[config.mk]
export PLATFORM = sky130hd
export DESIGN_NAME = uart_rx_deserializer_flat
export DESIGN_NICKNAME = d
export VERILOG_FILES = /design/src/rtl/uart_pkg.sv /design/src/rtl/uart_rx_deserializer_if.sv /design/src/rtl/uart_sync.sv /design/src/rtl/uart_rx_deserializer.sv /design/src/flat_wrapper.sv
export SDC_FILE = /design/constraint.sdc
export NUM_CORES = 1
export LEC_CHECK = 0
export ABC_CLOCK_PERIOD_IN_PS = 4400
export CAP_MARGIN = 5
export CORE_ASPECT_RATIO = 0.5
export CORE_MARGIN = 4
export CORE_UTILIZATION = 25
export DETAILED_ROUTE_END_ITERATION = 6
export PLACE_DENSITY_LB_ADDON = 0.2
export SYNTH_ARGS = -nofsm -noshare
export SYNTH_HDL_FRONTEND = slang
export SYNTH_SLANG_ARGS = --single-unit
[constraint.sdc]
create_clock -name avl_clk_i -period 4.4 [get_ports avl_clk_i]
set_input_delay 0.66 -clock avl_clk_i [delete_from_list [all_inputs] [get_ports avl_clk_i]]
set_output_delay 0.66 -clock avl_clk_i [all_outputs]
set_load 0.01 [all_outputs]
[src/rtl/uart_pkg.sv]
// Shared definitions for the UART receive path.
// Contents:
//   DEFAULT_DATASIZE / DEFAULT_MIN_DIV - default frame width and minimum divider
//   rx_state_t                         - receiver FSM state encoding
//   eff_div()                          - clamps the requested bit period to the minimum
package uart_pkg;

  localparam int DEFAULT_DATASIZE = 20;
  localparam int DEFAULT_MIN_DIV  = 4;

  typedef enum logic [1:0] {
    ST_IDLE  = 2'd0,
    ST_START = 2'd1,
    ST_DATA  = 2'd2,
    ST_STOP  = 2'd3
  } rx_state_t;

  function automatic logic [31:0] eff_div(input logic [31:0] cpb, input logic [31:0] min_div);
    return (cpb < min_div) ? min_div : cpb;
  endfunction

endpackage

[src/rtl/uart_rx_deserializer_if.sv]
// Word-side bus between the UART receiver and the RX FIFO.
// Signals:
//   data_o        - received word, LSB received first
//   valid_o       - data_o holds an unconsumed word
//   ready_i       - FIFO accepts the word
//   framing_err_o - one-cycle pulse, stop bit sampled low
//   overrun_o     - one-cycle pulse, frame dropped while a word was pending
//   busy_o        - receiver FSM not idle
// Modports: master = receiver side, slave = FIFO side.
interface uart_rx_deserializer_if
  import uart_pkg::*;
#(
  parameter int DATASIZE = DEFAULT_DATASIZE
) ();

  logic [DATASIZE-1:0] data_o;
  logic                valid_o;
  logic                ready_i;
  logic                framing_err_o;
  logic                overrun_o;
  logic                busy_o;

  modport master (
    output data_o,
    output valid_o,
    output framing_err_o,
    output overrun_o,
    output busy_o,
    input  ready_i
  );

  modport slave (
    input  data_o,
    input  valid_o,
    input  framing_err_o,
    input  overrun_o,
    input  busy_o,
    output ready_i
  );

endinterface

[src/rtl/uart_sync.sv]
// Two-flop synchronizer for the asynchronous serial line.
// Ports:
//   clk - system clock
//   rst - asynchronous reset, active high; both flops reset to 1 (idle line)
//   d   - asynchronous input
//   q   - synchronized output
module uart_sync (
  input  logic clk,
  input  logic rst,
  input  logic d,
  output logic q
);

  logic meta;

  always_ff @(posedge clk or posedge rst) begin
    if (rst) begin
      meta <= 1'b1;
      q    <= 1'b1;
    end else begin
      meta <= d;
      q    <= meta;
    end
  end

endmodule

[src/rtl/uart_rx_deserializer.sv]
// UART receiver: 1 start bit, DATASIZE data bits LSB first, 1 stop bit, no parity.
// The bit period N = max(clk_per_bit_i, MIN_DIV) is captured at frame start; bits
// are sampled mid-period relative to the detected falling edge of the start bit.
// Ports:
//   avl_clk_i     - system clock
//   avl_reset_i   - asynchronous reset, active high
//   rx_i          - serial line, asynchronous, idle high
//   clk_per_bit_i - bit period in avl_clk_i cycles
//   avl           - word-side bus (data/valid/ready, error pulses, busy)
module uart_rx_deserializer
  import uart_pkg::*;
#(
  parameter int DATASIZE = DEFAULT_DATASIZE,
  parameter int MIN_DIV  = DEFAULT_MIN_DIV
) (
  input  logic                          avl_clk_i,
  input  logic                          avl_reset_i,
  input  logic                          rx_i,
  input  logic [31:0]                   clk_per_bit_i,
  uart_rx_deserializer_if.master        avl
);

  localparam int                IDX_W    = $clog2(DATASIZE + 2);
  localparam logic [IDX_W-1:0]  LAST_IDX = IDX_W'(DATASIZE - 1);

  logic                rx_s;
  logic                rx_d;
  logic [2:0]          settle;
  logic                fall;

  rx_state_t           state;
  logic [31:0]         n_lat;
  logic [31:0]         cnt;
  logic [IDX_W-1:0]    idx;
  logic [DATASIZE-1:0] shreg;
  logic [DATASIZE-1:0] data_r;
  logic                valid_r;
  logic                ferr_r;
  logic                ovr_r;
  logic                busy_r;

  uart_sync u_sync (
    .clk (avl_clk_i),
    .rst (avl_reset_i),
    .d   (rx_i),
    .q   (rx_s)
  );

  // The synchronizer comes out of reset holding 1 regardless of the line. If the
  // line is low at release (reset hit mid-frame) that would look like a falling
  // edge, so edges are only trusted once rx_s and rx_d both carry real line values.
  always_ff @(posedge avl_clk_i or posedge avl_reset_i) begin
    if (avl_reset_i) begin
      rx_d   <= 1'b1;
      settle <= 3'b000;
    end else begin
      rx_d   <= rx_s;
      settle <= {settle[1:0], 1'b1};
    end
  end

  assign fall = settle[2] & rx_d & ~rx_s;

  // Receiver FSM. cnt holds the cycle offset inside the current phase: in START it
  // counts from t0, in DATA/STOP it restarts at 1 after each sample point.
  always_ff @(posedge avl_clk_i or posedge avl_reset_i) begin
    if (avl_reset_i) begin
      state   <= ST_IDLE;
      n_lat   <= 32'd0;
      cnt     <= 32'd0;
      idx     <= '0;
      shreg   <= '0;
      data_r  <= '0;
      valid_r <= 1'b0;
      ferr_r  <= 1'b0;
      ovr_r   <= 1'b0;
      busy_r  <= 1'b0;
    end else begin
      ferr_r <= 1'b0;
      ovr_r  <= 1'b0;

      if (valid_r && avl.ready_i) begin
        valid_r <= 1'b0;
      end

      case (state)
        ST_IDLE: begin
          if (fall) begin
            state  <= ST_START;
            busy_r <= 1'b1;
            n_lat  <= eff_div(clk_per_bit_i, 32'(MIN_DIV));
            cnt    <= 32'd1;
            idx    <= '0;
          end
        end

        ST_START: begin
          if (cnt == {1'b0, n_lat[31:1]}) begin
            if (rx_s) begin
              // Line already back high at mid start bit: glitch, not a frame.
              state  <= ST_IDLE;
              busy_r <= 1'b0;
            end else begin
              state <= ST_DATA;
              cnt   <= 32'd1;
              idx   <= '0;
            end
          end else begin
            cnt <= cnt + 32'd1;
          end
        end

        ST_DATA: begin
          if (cnt == n_lat) begin
            shreg <= {rx_s, shreg[DATASIZE-1:1]};
            cnt   <= 32'd1;
            if (idx == LAST_IDX) begin
              state <= ST_STOP;
            end else begin
              idx <= idx + 1'b1;
            end
          end else begin
            cnt <= cnt + 32'd1;
          end
        end

        ST_STOP: begin
          if (cnt == n_lat) begin
            state  <= ST_IDLE;
            busy_r <= 1'b0;
            if (!rx_s) begin
              ferr_r <= 1'b1;
            end else if (!valid_r || avl.ready_i) begin
              // A handshake in this same cycle frees the slot for the new word.
              data_r  <= shreg;
              valid_r <= 1'b1;
            end else begin
              ovr_r <= 1'b1;
            end
          end else begin
            cnt <= cnt + 32'd1;
          end
        end

        default: begin
          state  <= ST_IDLE;
          busy_r <= 1'b0;
        end
      endcase
    end
  end

  assign avl.data_o        = data_r;
  assign avl.valid_o       = valid_r;
  assign avl.framing_err_o = ferr_r;
  assign avl.overrun_o     = ovr_r;
  assign avl.busy_o        = busy_r;

endmodule

[src/flat_wrapper.sv]
// flat-port wrapper written by rule: the top's interface ports become plain ports
module uart_rx_deserializer_flat import uart_pkg::*;
#(
  parameter int DATASIZE = DEFAULT_DATASIZE,
  parameter int MIN_DIV  = DEFAULT_MIN_DIV
)
  (avl_clk_i, avl_reset_i, rx_i, clk_per_bit_i, avl_data_o, avl_valid_o, avl_framing_err_o, avl_overrun_o, avl_busy_o, avl_ready_i);
  uart_rx_deserializer_if #(.DATASIZE(DATASIZE)) avl_i ();
  input  logic avl_clk_i;
  input  logic avl_reset_i;
  input  logic rx_i;
  input  logic [31:0] clk_per_bit_i;
  output wire logic [$bits(avl_i.data_o)-1:0] avl_data_o;
  output wire logic [$bits(avl_i.valid_o)-1:0] avl_valid_o;
  output wire logic [$bits(avl_i.framing_err_o)-1:0] avl_framing_err_o;
  output wire logic [$bits(avl_i.overrun_o)-1:0] avl_overrun_o;
  output wire logic [$bits(avl_i.busy_o)-1:0] avl_busy_o;
  input wire logic [$bits(avl_i.ready_i)-1:0] avl_ready_i;
  assign avl_data_o = avl_i.data_o;
  assign avl_valid_o = avl_i.valid_o;
  assign avl_framing_err_o = avl_i.framing_err_o;
  assign avl_overrun_o = avl_i.overrun_o;
  assign avl_busy_o = avl_i.busy_o;
  assign avl_i.ready_i = avl_ready_i;
  uart_rx_deserializer #(.DATASIZE(DATASIZE), .MIN_DIV(MIN_DIV)) u_core (.avl_clk_i(avl_clk_i), .avl_reset_i(avl_reset_i), .rx_i(rx_i), .clk_per_bit_i(clk_per_bit_i), .avl(avl_i));
endmodule
After elaboration in Yosys (flattened, before gate mapping):

Cells that the tools add are included.

* bits in registers: 121
* word-level logic and storage cells: 86

* $add $sub $neg: 2
* $lt $le $gt $ge: 1
* equal/unequal tests: 16
* muxes and demuxes: 37
* bitwise gates (word level): 3
* reductions and logical operators: 13

Operators by type and width (number)
* $mux W32: 6
* $pmux W32 S4: 1
* $add A32 B1 Y32 const B: 1
* $eq A32 B31 Y1: 1
* $eq A32 B32 Y1: 1
* $lt A32 B3 Y1 const B: 1
* $mux W5: 5
* $mux W1: 16
* $pmux W5 S3: 1
* $mux W2: 6
* $ne A2 B1 Y1 const B: 5
* $reduce_and A5 Y1: 2
* $ne A2 B2 Y1 const B: 4
* $pmux W2 S4: 1
* $reduce_and A6 Y1: 1
* $reduce_bool A3 Y1: 2
* $add A5 B1 Y5 const B: 1
* $eq A5 B5 Y1 const B: 1
* $eq A2 B2 Y1 const B: 2
* $reduce_and A2 Y1: 2
* $reduce_and A4 Y1: 1
* $ne A3 B3 Y1 const B: 1
* $pmux W1 S3: 1
* $reduce_and A3 Y1: 1
* 7 further kinds: 8

Longest topological paths before layout:

Gate-level depths: netlist of run 1.

* depth after elaboration: 6
* mapped depth: 9
* gate-level depth less buffers: 7

Modules after synthesis:

A second synthesis of run 1 with hierarchy kept.

* cells, all modules: 661
* area total of the unflattened synthesis: 6379.9 um^2

By module, submodules not included
* uart_rx_deserializer: times used 1, cells each 658, area an instance 6323.6 um^2, seq. area each 2979.1 um^2
* uart_sync: times used 1, cells each 3, area an instance 56.3 um^2, seq. area each 52.6 um^2

Worst setup path before layout of run 1:

No wires, ideal clock.

* path kind: flip-flop to flip-flop
* from: reg u_core.cnt[23]
* to: reg u_core.data_r[0] (netlist: u_core.avl.data_o[0])
* arrival: 2.032 ns
* data required time: 4.272 ns
* slack: 2.240 ns
* stages on the path, launching flop included: 9
* path buffers: 2
* period minus slack after synthesis: 2.160 ns
* path through: dfrtp_1 > buf_6 > xor2_1 > nor4_2 > nand4_2 > nor2_1 > and4bb_2 > buf_4 > mux2_1

* cells in the longest elaborated chain, start to end: 2

Ends and longest elaborated chain
* from (decl): line uart_rx_deserializer.sv:33 `logic [31:0] cnt;`
* from (signal assigned): line uart_rx_deserializer.sv:109 `cnt <= cnt + 32'd1;`
* from (signal assigned): line uart_rx_deserializer.sv:123 `cnt <= cnt + 32'd1;`
* from (signal assigned): line uart_rx_deserializer.sv:141 `cnt <= cnt + 32'd1;`
* $eq A32 B32 Y1: line uart_rx_deserializer.sv:128 `if (cnt == n_lat) begin`
* $reduce_and A4 Y1 (no line)
* to (signal assigned): line uart_rx_deserializer.sv:135 `data_r <= shreg;`
* to (decl): line uart_rx_deserializer.sv:36 `logic [DATASIZE-1:0] data_r;`

Every way passes these cells.
A chain may end at the register's enable or synchronous reset.

Worst setup path in the final report of run 1:

* from: reg u_core.cnt[12]
* to: reg u_core.shreg[15]

* cells in the longest elaborated chain, start to end: 2

Ends and longest elaborated chain
* $eq A32 B32 Y1: line uart_rx_deserializer.sv:114 `if (cnt == n_lat) begin`
* $reduce_and A2 Y1 (no line)
* to (signal assigned): line uart_rx_deserializer.sv:115 `shreg <= {rx_s, shreg[DATASIZE-1:1]};`
* to (decl): line uart_rx_deserializer.sv:35 `logic [DATASIZE-1:0] shreg;`

Every way passes these cells.

==> metrics.md, run 1 <==
| Metric | Value |
|---|---|
| Register area | `3030 sq um` |
| Fraction of registers with async set/reset | `1.00` |
| Post-CTS clock slew at the launch and capture registers of the worst setup and hold paths | `0.06 ns` |
| Number of gates given a new drive strength after cts | `0` |
| Switching Fraction | `0.363` |
| Maximum level of the CTS H-tree | `4` |
| Category of cells accounting for the largest share of critical-path delay | `simple AND/OR/NAND/NOR gates` |
| Met2 Usage GRT | `0.200` |
| Top cell type's share of synthesized area | `0.453` |
| Maximum buffer depth of the clock tree | `2` |
| Post-detailed-route wirelength per cell | `17.9 um` |
| Hold buffer count at CTS | `0` |
| Post-synth top flop | `sky130_fd_sc_hd__dfrtp_1` |
| Top-level port count | `60` |
| Total wire length after detailed routing | `17.9 mm` |
| DIE WIDTH | `236 um` |
| Critical Path Start Type | `flip-flop` |
| Count of standard-cell rows | `41` |
| Clock share of power | `0.347` |
| Worst path setup slack after routing | `1.36 ns` |
| DRT Pass-1 Iters | `4` |
| Total number of vias | `4835` |
| TritonCTS buffer count | `17` |
| DRT antenna net count | `0` |
| Clock sink total | `121` |
| Max-slew violation count | `0` |
| Highest net fanout along the worst path | `24` |
| Share of power burned in registers | `0.397` |
| Register-to-register setup slack | `1.36 ns` |
| Root cell of the clock tree | `sky130_fd_sc_hd__clkbuf_16` |
| Time the worst path needs with I/O delays and setup | `3.04 ns` |
| Remaining global-route overflow | `0` |
| Number of antenna violations at the first check in global routing | `0` |
| Starting utilization of the core area | `0.256` |
| Pin count of the biggest net entering global routing | `65` |
| Reg-to-reg startpoint | `u_core.cnt[12]$_DFFE_PP0P_` |
| Number of buffer and inverter stages on the critical path | `0` |
| Die area | `28900 sq um` |
| Highest-delay cell along the critical path | `sky130_fd_sc_hd__nor3_4` |
| Post-Synthesis Cell Area | `6510 sq um` |
| Power density over the cells | `506 nW/um^2` |
| Static power due to leakage | `0.00318 uW` |
| Post-route setup TNS | `0 ns` |
| RSZ-0062 raised after global routing | `no` |
| Number of design rule violations left after detail routing | `0` |
| Layer with the highest usage after global routing | `met2` |
| Estimated wirelength of the detail-placed design | `12.4 mm` |
| Number of global-route vias before repair | `4885` |
| Endpoints failing hold | `0` |
| Number of enable-type register cells in the synthesized netlist | `0` |
| Vert. Die Dim | `122 um` |
| Path depth of the worst reg2reg path | `5` |
| Number of vias per cell | `4.84` |
| Number of distinct library cell variants in the gate-level netlist after synthesis | `59` |
| Reported max-cap violation count | `0` |
| Register bit count reported by yosys | `121` |
| Slowest Stage Delay on Critical Path | `0.97 ns` |
| Cell-internal power | `2540 uW` |
| Core outline area | `25400 sq um` |
| NumNets Final | `681` |
| Routing usage on met3 | `0.0330` |
| Required time at the endpoint of the critical path | `4.71 ns` |
| Number of warnings printed during yosys synthesis | `0` |
| Cell with the most instances after synthesis | `sky130_fd_sc_hd__dfrtp_1` |
| Switching power of the nets | `1450 uW` |
| Category of the most critical setup path | `flip-flop to flip-flop` |
| Global placer's final weighted congestion | `0.838` |
| Average footprint of a synthesized cell | `10.7 sq um` |
| Multi-input logic area | `3150 sq um` |
| Biggest area contributors in the synthesized netlist | `sky130_fd_sc_hd__dfrtp_1 (45%), sky130_fd_sc_hd__mux2_2 (8.6%), sky130_fd_sc_hd__xor2_1 (4.3%)` |
| Synthesis-to-finish area growth | `21.2%` |
| CP Launch Point | `u_core.cnt[12]$_DFFE_PP0P_` |
| Number of port buffers | `59` |
| Cell type contributing the most total cell area after synthesis | `sky130_fd_sc_hd__dfrtp_1` |
| Data arrival at the endpoint of the critical path | `3.35 ns` |
| Post-CTS setup buffer count | `0` |
| WP depth | `5` |
| Number of cells produced by synthesis | `609` |
| Clock latency reported for the late side of the worst-skew pair | `0.43 ns` |
| Portion of the post-synthesis area used by sequential elements | `0.466` |
| Crit path cell chain | `xor2_1 -> nor4_2 -> nand4_2 -> nor3_4 -> mux2_2` |
| Relative slew margins | `0.183` |
| Commonest cells post-synth | `sky130_fd_sc_hd__dfrtp_1 (118), sky130_fd_sc_hd__mux2_2 (50), sky130_fd_sc_hd__o21ai_0 (40)` |
| VDD IR max | `0.299 mV` |
| Worst R2R End | `u_core.shreg[15]$_DFFE_PP0P_` |
| Share of post-route cells with drive strength above 1 | `0.183` |
| Antenna cells | `0` |
| Path type of the worst min-delay path | `flip-flop to flip-flop` |
| Depth of the worst hold-timing path | `0` |
| Layout Skew | `0.0133 ns` |
| Setup WS pre-CTS | `1.34 ns` |
| Part of the power in combinational logic | `0.256` |
| Fmax | `0.329 GHz` |
| CP Capture Point | `u_core.shreg[15]$_DFFE_PP0P_` |
| Fillcell total | `2632` |
| Met1 global-route usage | `0.173` |
| Clock tree from TritonCTS | `done` |
| Starting DRC count in detailed routing | `371` |
| Slew of the pin with the lowest slew margin | `1.23 ns` |
| Gr usage total | `0.128` |
| Final setup fails | `0` |
| Category of the worst setup path capture point | `flip-flop` |
| Final worst path period share | `0.690` |
| First-pass GRT wire length | `28.5 mm` |
| Number of nets in the synthesized netlist | `647` |
| Outcome | `completed` |
[per-stage QoR]
stage	power, uW	cells	utilization	area (sq um)	hold WS, ns
after global placement	2640	968	0.288	7320	0.332
after global routing	4210	1000	0.311	7890	0.356
after floorplan	2270	609	-	6510	0.331
after CTS	4040	1000	0.311	7890	0.352
final	3990	1000	0.311	7890	0.349
after detailed placement	2640	968	0.288	7320	0.340
[power by group through the flow]
stage                     registers (uW)  logic, uW  clock network, uW
after CTS                           1590       1040               1410
after global routing                1620       1120               1470
final                               1580       1020               1380
after detailed placement            1610       1030                  0
after global placement              1610       1030                  0
after floorplan                     1470        798                  0
[state kept, by name, indices dropped and copies added, names as in the netlist, named ones only]
register	count
u_core.cnt	32
u_core.n_lat	32
u_core.avl.data_o	20
u_core.shreg	20
u_core.idx	5
u_core.settle	3
u_core.avl.busy_o	1
u_core.avl.framing_err_o	1
u_core.avl.overrun_o	1
u_core.avl.valid_o	1
u_core.rx_d	1
u_core.state	1
u_core.u_sync.meta	1
u_core.u_sync.q	1
[final cells by class]
type	count	share of cell area
Timing Repair Buffer	65	0.0821
Tap cell	344	0.0546
Inverter	14	0.00698
Clock inverter	14	0.0171
Sequential cell	121	0.384
Clock buffer	18	0.0557
Multi-Input combinational cell	424	0.399
[kinds of logic after synthesis]
group / after synthesis / synth area share
simple gates: 164 / 0.149
compound gates: 122 / 0.119
flops: 121 / 0.466
mux: 72 / 0.125
buf+inv: 64 / 0.0517
xor+xnor: 63 / 0.0847
fa+ha+maj: 2 / 0.00384
other cells: 1 / 0.000576
[per-layer routing]
layer,share of wire,vias up
met5,0,-
met4,0.017,0
met3,0.042,22
met2,0.46,103
met1,0.48,2434
li1,-,2276
[how the worst min path moves through the flow]
stage                                       endpoint                        from  slack [ns]
after global placement    u_core.settle[2]$_DFF_PP0_  u_core.settle[1]$_DFF_PP0_        0.33
after floorplan           u_core.settle[1]$_DFF_PP0_  u_core.settle[0]$_DFF_PP0_        0.33
final                     u_core.settle[1]$_DFF_PP0_  u_core.settle[0]$_DFF_PP0_        0.35
after global routing      u_core.settle[1]$_DFF_PP0_  u_core.settle[0]$_DFF_PP0_        0.36
after CTS                 u_core.settle[1]$_DFF_PP0_  u_core.settle[0]$_DFF_PP0_        0.35
after detailed placement  u_core.settle[2]$_DFF_PP0_  u_core.settle[1]$_DFF_PP0_        0.34
[cells in the final DEF, fill, tap and decap left out, types with 3 or more instances in the layout]
cell type,n
sky130_fd_sc_hd__buf_4,5
sky130_fd_sc_hd__or3_1,3
sky130_fd_sc_hd__xor2_1,32
sky130_fd_sc_hd__mux2_2,50
sky130_fd_sc_hd__clkdlybuf4s50_1,59
sky130_fd_sc_hd__and4_1,5
sky130_fd_sc_hd__or2_2,3
sky130_fd_sc_hd__nor4_2,8
sky130_fd_sc_hd__clkinvlp_4,4
sky130_fd_sc_hd__o221ai_1,4
sky130_fd_sc_hd__nor4_1,13
sky130_fd_sc_hd__inv_1,13
sky130_fd_sc_hd__dfrtp_1,118
sky130_fd_sc_hd__nand3_1,18
sky130_fd_sc_hd__nand2b_1,3
sky130_fd_sc_hd__dfstp_2,3
sky130_fd_sc_hd__nand4_1,17
sky130_fd_sc_hd__mux2_1,20
sky130_fd_sc_hd__nor2_1,21
sky130_fd_sc_hd__o2111ai_1,4
sky130_fd_sc_hd__nor2b_1,3
sky130_fd_sc_hd__a21oi_1,4
sky130_fd_sc_hd__o211ai_1,26
sky130_fd_sc_hd__xnor2_1,31
sky130_fd_sc_hd__o21ai_1,24
sky130_fd_sc_hd__clkbuf_16,17
sky130_fd_sc_hd__o21a_1,4
sky130_fd_sc_hd__inv_6,6
sky130_fd_sc_hd__and3_1,5
sky130_fd_sc_hd__nand2_1,36
sky130_fd_sc_hd__nor3_1,15
sky130_fd_sc_hd__o21ai_0,40
[worst register-to-register path, cell delays in order (launching register included)]
cell and delay, ns:
sky130_fd_sc_hd__dfrtp_1 0.50, sky130_fd_sc_hd__xor2_1 0.22, sky130_fd_sc_hd__nor4_2 0.48, sky130_fd_sc_hd__nand4_2 0.32, sky130_fd_sc_hd__nor3_4 0.97, sky130_fd_sc_hd__mux2_2 0.44
Note: power is estimated with default switching activity, not from simulation.
==> inputs of run 2 (changes only) <==
--- a/config.mk
+++ b/config.mk
@@ -5,7 +5,7 @@
 export SDC_FILE = /design/constraint.sdc
 export NUM_CORES = 1
 export LEC_CHECK = 0
-export ABC_CLOCK_PERIOD_IN_PS = 4400
+export ABC_CLOCK_PERIOD_IN_PS = 2500
 export CAP_MARGIN = 5
 export CORE_ASPECT_RATIO = 0.5
 export CORE_MARGIN = 4
==> constraint.sdc (replaced) <==
create_clock -name avl_clk_i -period 2.5 [get_ports avl_clk_i]
set_input_delay 0.375 -clock avl_clk_i [delete_from_list [all_inputs] [get_ports avl_clk_i]]
set_output_delay 0.375 -clock avl_clk_i [all_outputs]
set_load 0.01 [all_outputs]
==> run 2 against run 1 <==
  * Clock skew down 0.0047 ns
  * Cell area up 4.8%
  * Fmax grew 28%
  * Final cell count is 3.2% higher
  * Clock power grew 91%
  * Critical path type unchanged
==> metrics.md, run 2 (synthesis results as in run 1) <==
| Metric | Value |
|---|---|
| Max-slew violation count | `0 (unchanged)` |
| Share of post-route cells with drive strength above 1 | `0.225 (+0.0424)` |
| Post-CTS clock slew at the launch and capture registers of the worst setup and hold paths | `0.06 ns (about the same)` |
| Post-route setup TNS | `0 ns (unchanged)` |
| Crit path cell chain | `xnor2_1 -> nand4_1 -> nor4_4 -> a21oi_1 -> or3b_4 -> mux2_4` |
| DRT antenna net count | `0 (unchanged)` |
| Top Registers | `u_core.cnt: 32 flops, u_core.n_lat: 32 flops` |
| Synthesis-to-finish area growth | `27.0%` |
| NumNets Final | `713 (+4.7%)` |
| Number of buffer and inverter stages on the critical path | `0 (unchanged)` |
| VDD IR max | `0.506 mV (+69%)` |
| DIE WIDTH | `236 um (unchanged)` |
| Power density over the cells | `895 nW/um^2 (+77%)` |
| Maximum buffer depth of the clock tree | `2 (unchanged)` |
| Die area | `28900 sq um (unchanged)` |
| Path type of the worst min-delay path | `input pin to asynchronous set/reset pin` |
| TritonCTS buffer count | `17 (unchanged)` |
| Count of standard-cell rows | `41 (unchanged)` |
| DRT Pass-1 Iters | `6 (+2)` |
| Vert. Die Dim | `122 um (unchanged)` |
| Switching power of the nets | `2600 uW (+79%)` |
| Highest-delay cell along the critical path | `sky130_fd_sc_hd__nor4_4` |
| Number of design rule violations left after detail routing | `0 (unchanged)` |
| Clock latency reported for the late side of the worst-skew pair | `0.42 ns (about the same)` |
| Gr usage total | `0.132 (+0.00395)` |
| Slew of the pin with the lowest slew margin | `0.905 ns (-0.321 ns)` |
| Final worst path period share | `0.946 (+0.256)` |
| Clock share of power | `0.356 (+0.009)` |
| Endpoints failing hold | `0 (unchanged)` |
| Final setup fails | `0 (unchanged)` |
| Critical Path Start Type | `flip-flop` |
| Total number of vias | `4995 (+3.3%)` |
| Layout Skew | `0.00863 ns (-0.00469 ns)` |
| Post-detailed-route wirelength per cell | `17.8 um (-0.46%)` |
| Maximum level of the CTS H-tree | `4 (unchanged)` |
| Commonest non-fill, non-tap cell in the layout | `sky130_fd_sc_hd__dfrtp_1` |
| Most frequent cells in the layout | `sky130_fd_sc_hd__dfrtp_1 (117), sky130_fd_sc_hd__clkdlybuf4s50_1 (59), sky130_fd_sc_hd__mux2_2 (50)` |
| Relative slew margins | `0.395 (+0.212)` |
| Estimated wirelength of the detail-placed design | `13.0 mm (+4.2%)` |
| Fmax | `0.423 GHz (+28%)` |
| Number of port buffers | `59 (unchanged)` |
| Time the worst path needs with I/O delays and setup | `2.36 ns (-0.671 ns)` |
| Cell-internal power | `4800 uW (+89%)` |
| Root cell of the clock tree | `sky130_fd_sc_hd__clkbuf_16` |
| Hold buffer count at CTS | `0 (unchanged)` |
| Highest net fanout along the worst path | `7 (-71%)` |
| Starting DRC count in detailed routing | `319 (-14%)` |
| Clock sink total | `121 (unchanged)` |
| Slowest Stage Delay on Critical Path | `0.48 ns (-0.49 ns)` |
| RSZ-0062 raised after global routing | `no` |
| Top-level port count | `60 (unchanged)` |
| Starting utilization of the core area | `0.256 (unchanged)` |
| Reported max-cap violation count | `0 (unchanged)` |
| Switching Fraction | `0.351 (-0.0117)` |
| Core outline area | `25400 sq um (unchanged)` |
| First-pass GRT wire length | `29.6 mm (+4.1%)` |
| Clock tree from TritonCTS | `done` |
| Final cell area excluding filler cells | `8270 sq um (+4.8%)` |
| Total wire length after detailed routing | `18.4 mm (+2.7%)` |
| Category of the most critical setup path | `flip-flop to flip-flop` |
| Static power due to leakage | `0.00339 uW (+6.8%)` |
| Fin util | `0.326 (+0.0149)` |
| Outcome | `completed` |
| Category of cells accounting for the largest share of critical-path delay | `simple AND/OR/NAND/NOR gates` |
| Number of vias per cell | `4.84 (+0.11%)` |
| Required time at the endpoint of the critical path | `2.80 ns (-1.91 ns)` |
| Number of global-route vias before repair | `5206 (+6.6%)` |
| Share of power burned in registers | `0.369 (-0.028)` |
| Antenna cells | `0 (unchanged)` |
| Total placed instance area | `7630 sq um (+4.3%)` |
| Data arrival at the endpoint of the critical path | `2.67 ns (-0.68 ns)` |
| Remaining global-route overflow | `0 (unchanged)` |
| Category of the worst setup path capture point | `flip-flop` |
| Pin count of the biggest net entering global routing | `58 (-11%)` |
| Global placer's final weighted congestion | `0.861 (+2.8%)` |
| Number of antenna violations at the first check in global routing | `0 (unchanged)` |
| Part of the power in combinational logic | `0.275 (+0.019)` |
## run 2: routing by layer
| layer | vias to the layer above | wire length (um) | share of wire | track usage |
|---|---|---|---|---|
| li1 | 2339 | - | - | - |
| met1 | 2504 | 8600 | 0.47 | 0.176 |
| met2 | 133 | 8590 | 0.47 | 0.212 |
| met3 | 19 | 1010 | 0.055 | 0.0389 |
| met4 | 0 | 186 | 0.010 | 0.0313 |
| met5 | - | 0 | 0 | 0 |
## run 2: final timing paths
check,from,to,slack (ns),cells after the start
hold / removal,avl_reset_i,u_core.n_lat[13]$_DFFE_PP0P_,0.34,2
min in group avl_clk_i,u_core.settle[1]$_DFF_PP0_,u_core.settle[2]$_DFF_PP0_,0.35,0
hold reg to reg,u_core.settle[1]$_DFF_PP0_,u_core.settle[2]$_DFF_PP0_,0.35,0
setup / recovery,u_core.cnt[24]$_DFFE_PP0P_,flip-flop,0.14,6
setup reg to reg,u_core.cnt[24]$_DFFE_PP0P_,flip-flop,0.14,6
max in group asynchronous,avl_reset_i,u_core.u_sync.q$_DFF_PP1_,1.46,3
## run 2: timing repair
item                                    CTS  global route
gates resized for setup                   0             4
setup buffers                             0             0
endpoints found under the setup margin    0            39
## run 2: metrics by stage
stage	power [uW]	cells	setup WS (ns)	hold WS [ns]
2_1_floorplan	4000	609	0.340	0.331
3_5_place_dp	4790	1000	0.126	0.336
3_3_place_gp	4790	1000	0.114	0.336
5_1_grt	7780	1032	0.00890	0.350
4_1_cts	7480	1032	0.103	0.338
6_report	7400	1032	0.135	0.341
## run 2: power groups by stage
stage	Sequential (uW)	Clock, uW	Combinational (uW)
floorplan	2590	0	1400
global placement	2770	0	2020
detailed placement	2770	0	2020
CTS	2740	2710	2030
global route	2780	2800	2200
finish	2730	2640	2030
## run 2: area by class of cell
| cell class | instances | area, sq um |
|---|---|---|
| Fill cell | 2587 | 17100 |
| Multi-Input combinational cell | 424 | 3180 |
| Sequential cell | 121 | 3030 |
| Timing Repair Buffer | 97 | 951 |
| Clock buffer | 18 | 439 |
| Tap cell | 344 | 430 |
| Clock inverter | 14 | 184 |
| Inverter | 14 | 56.3 |
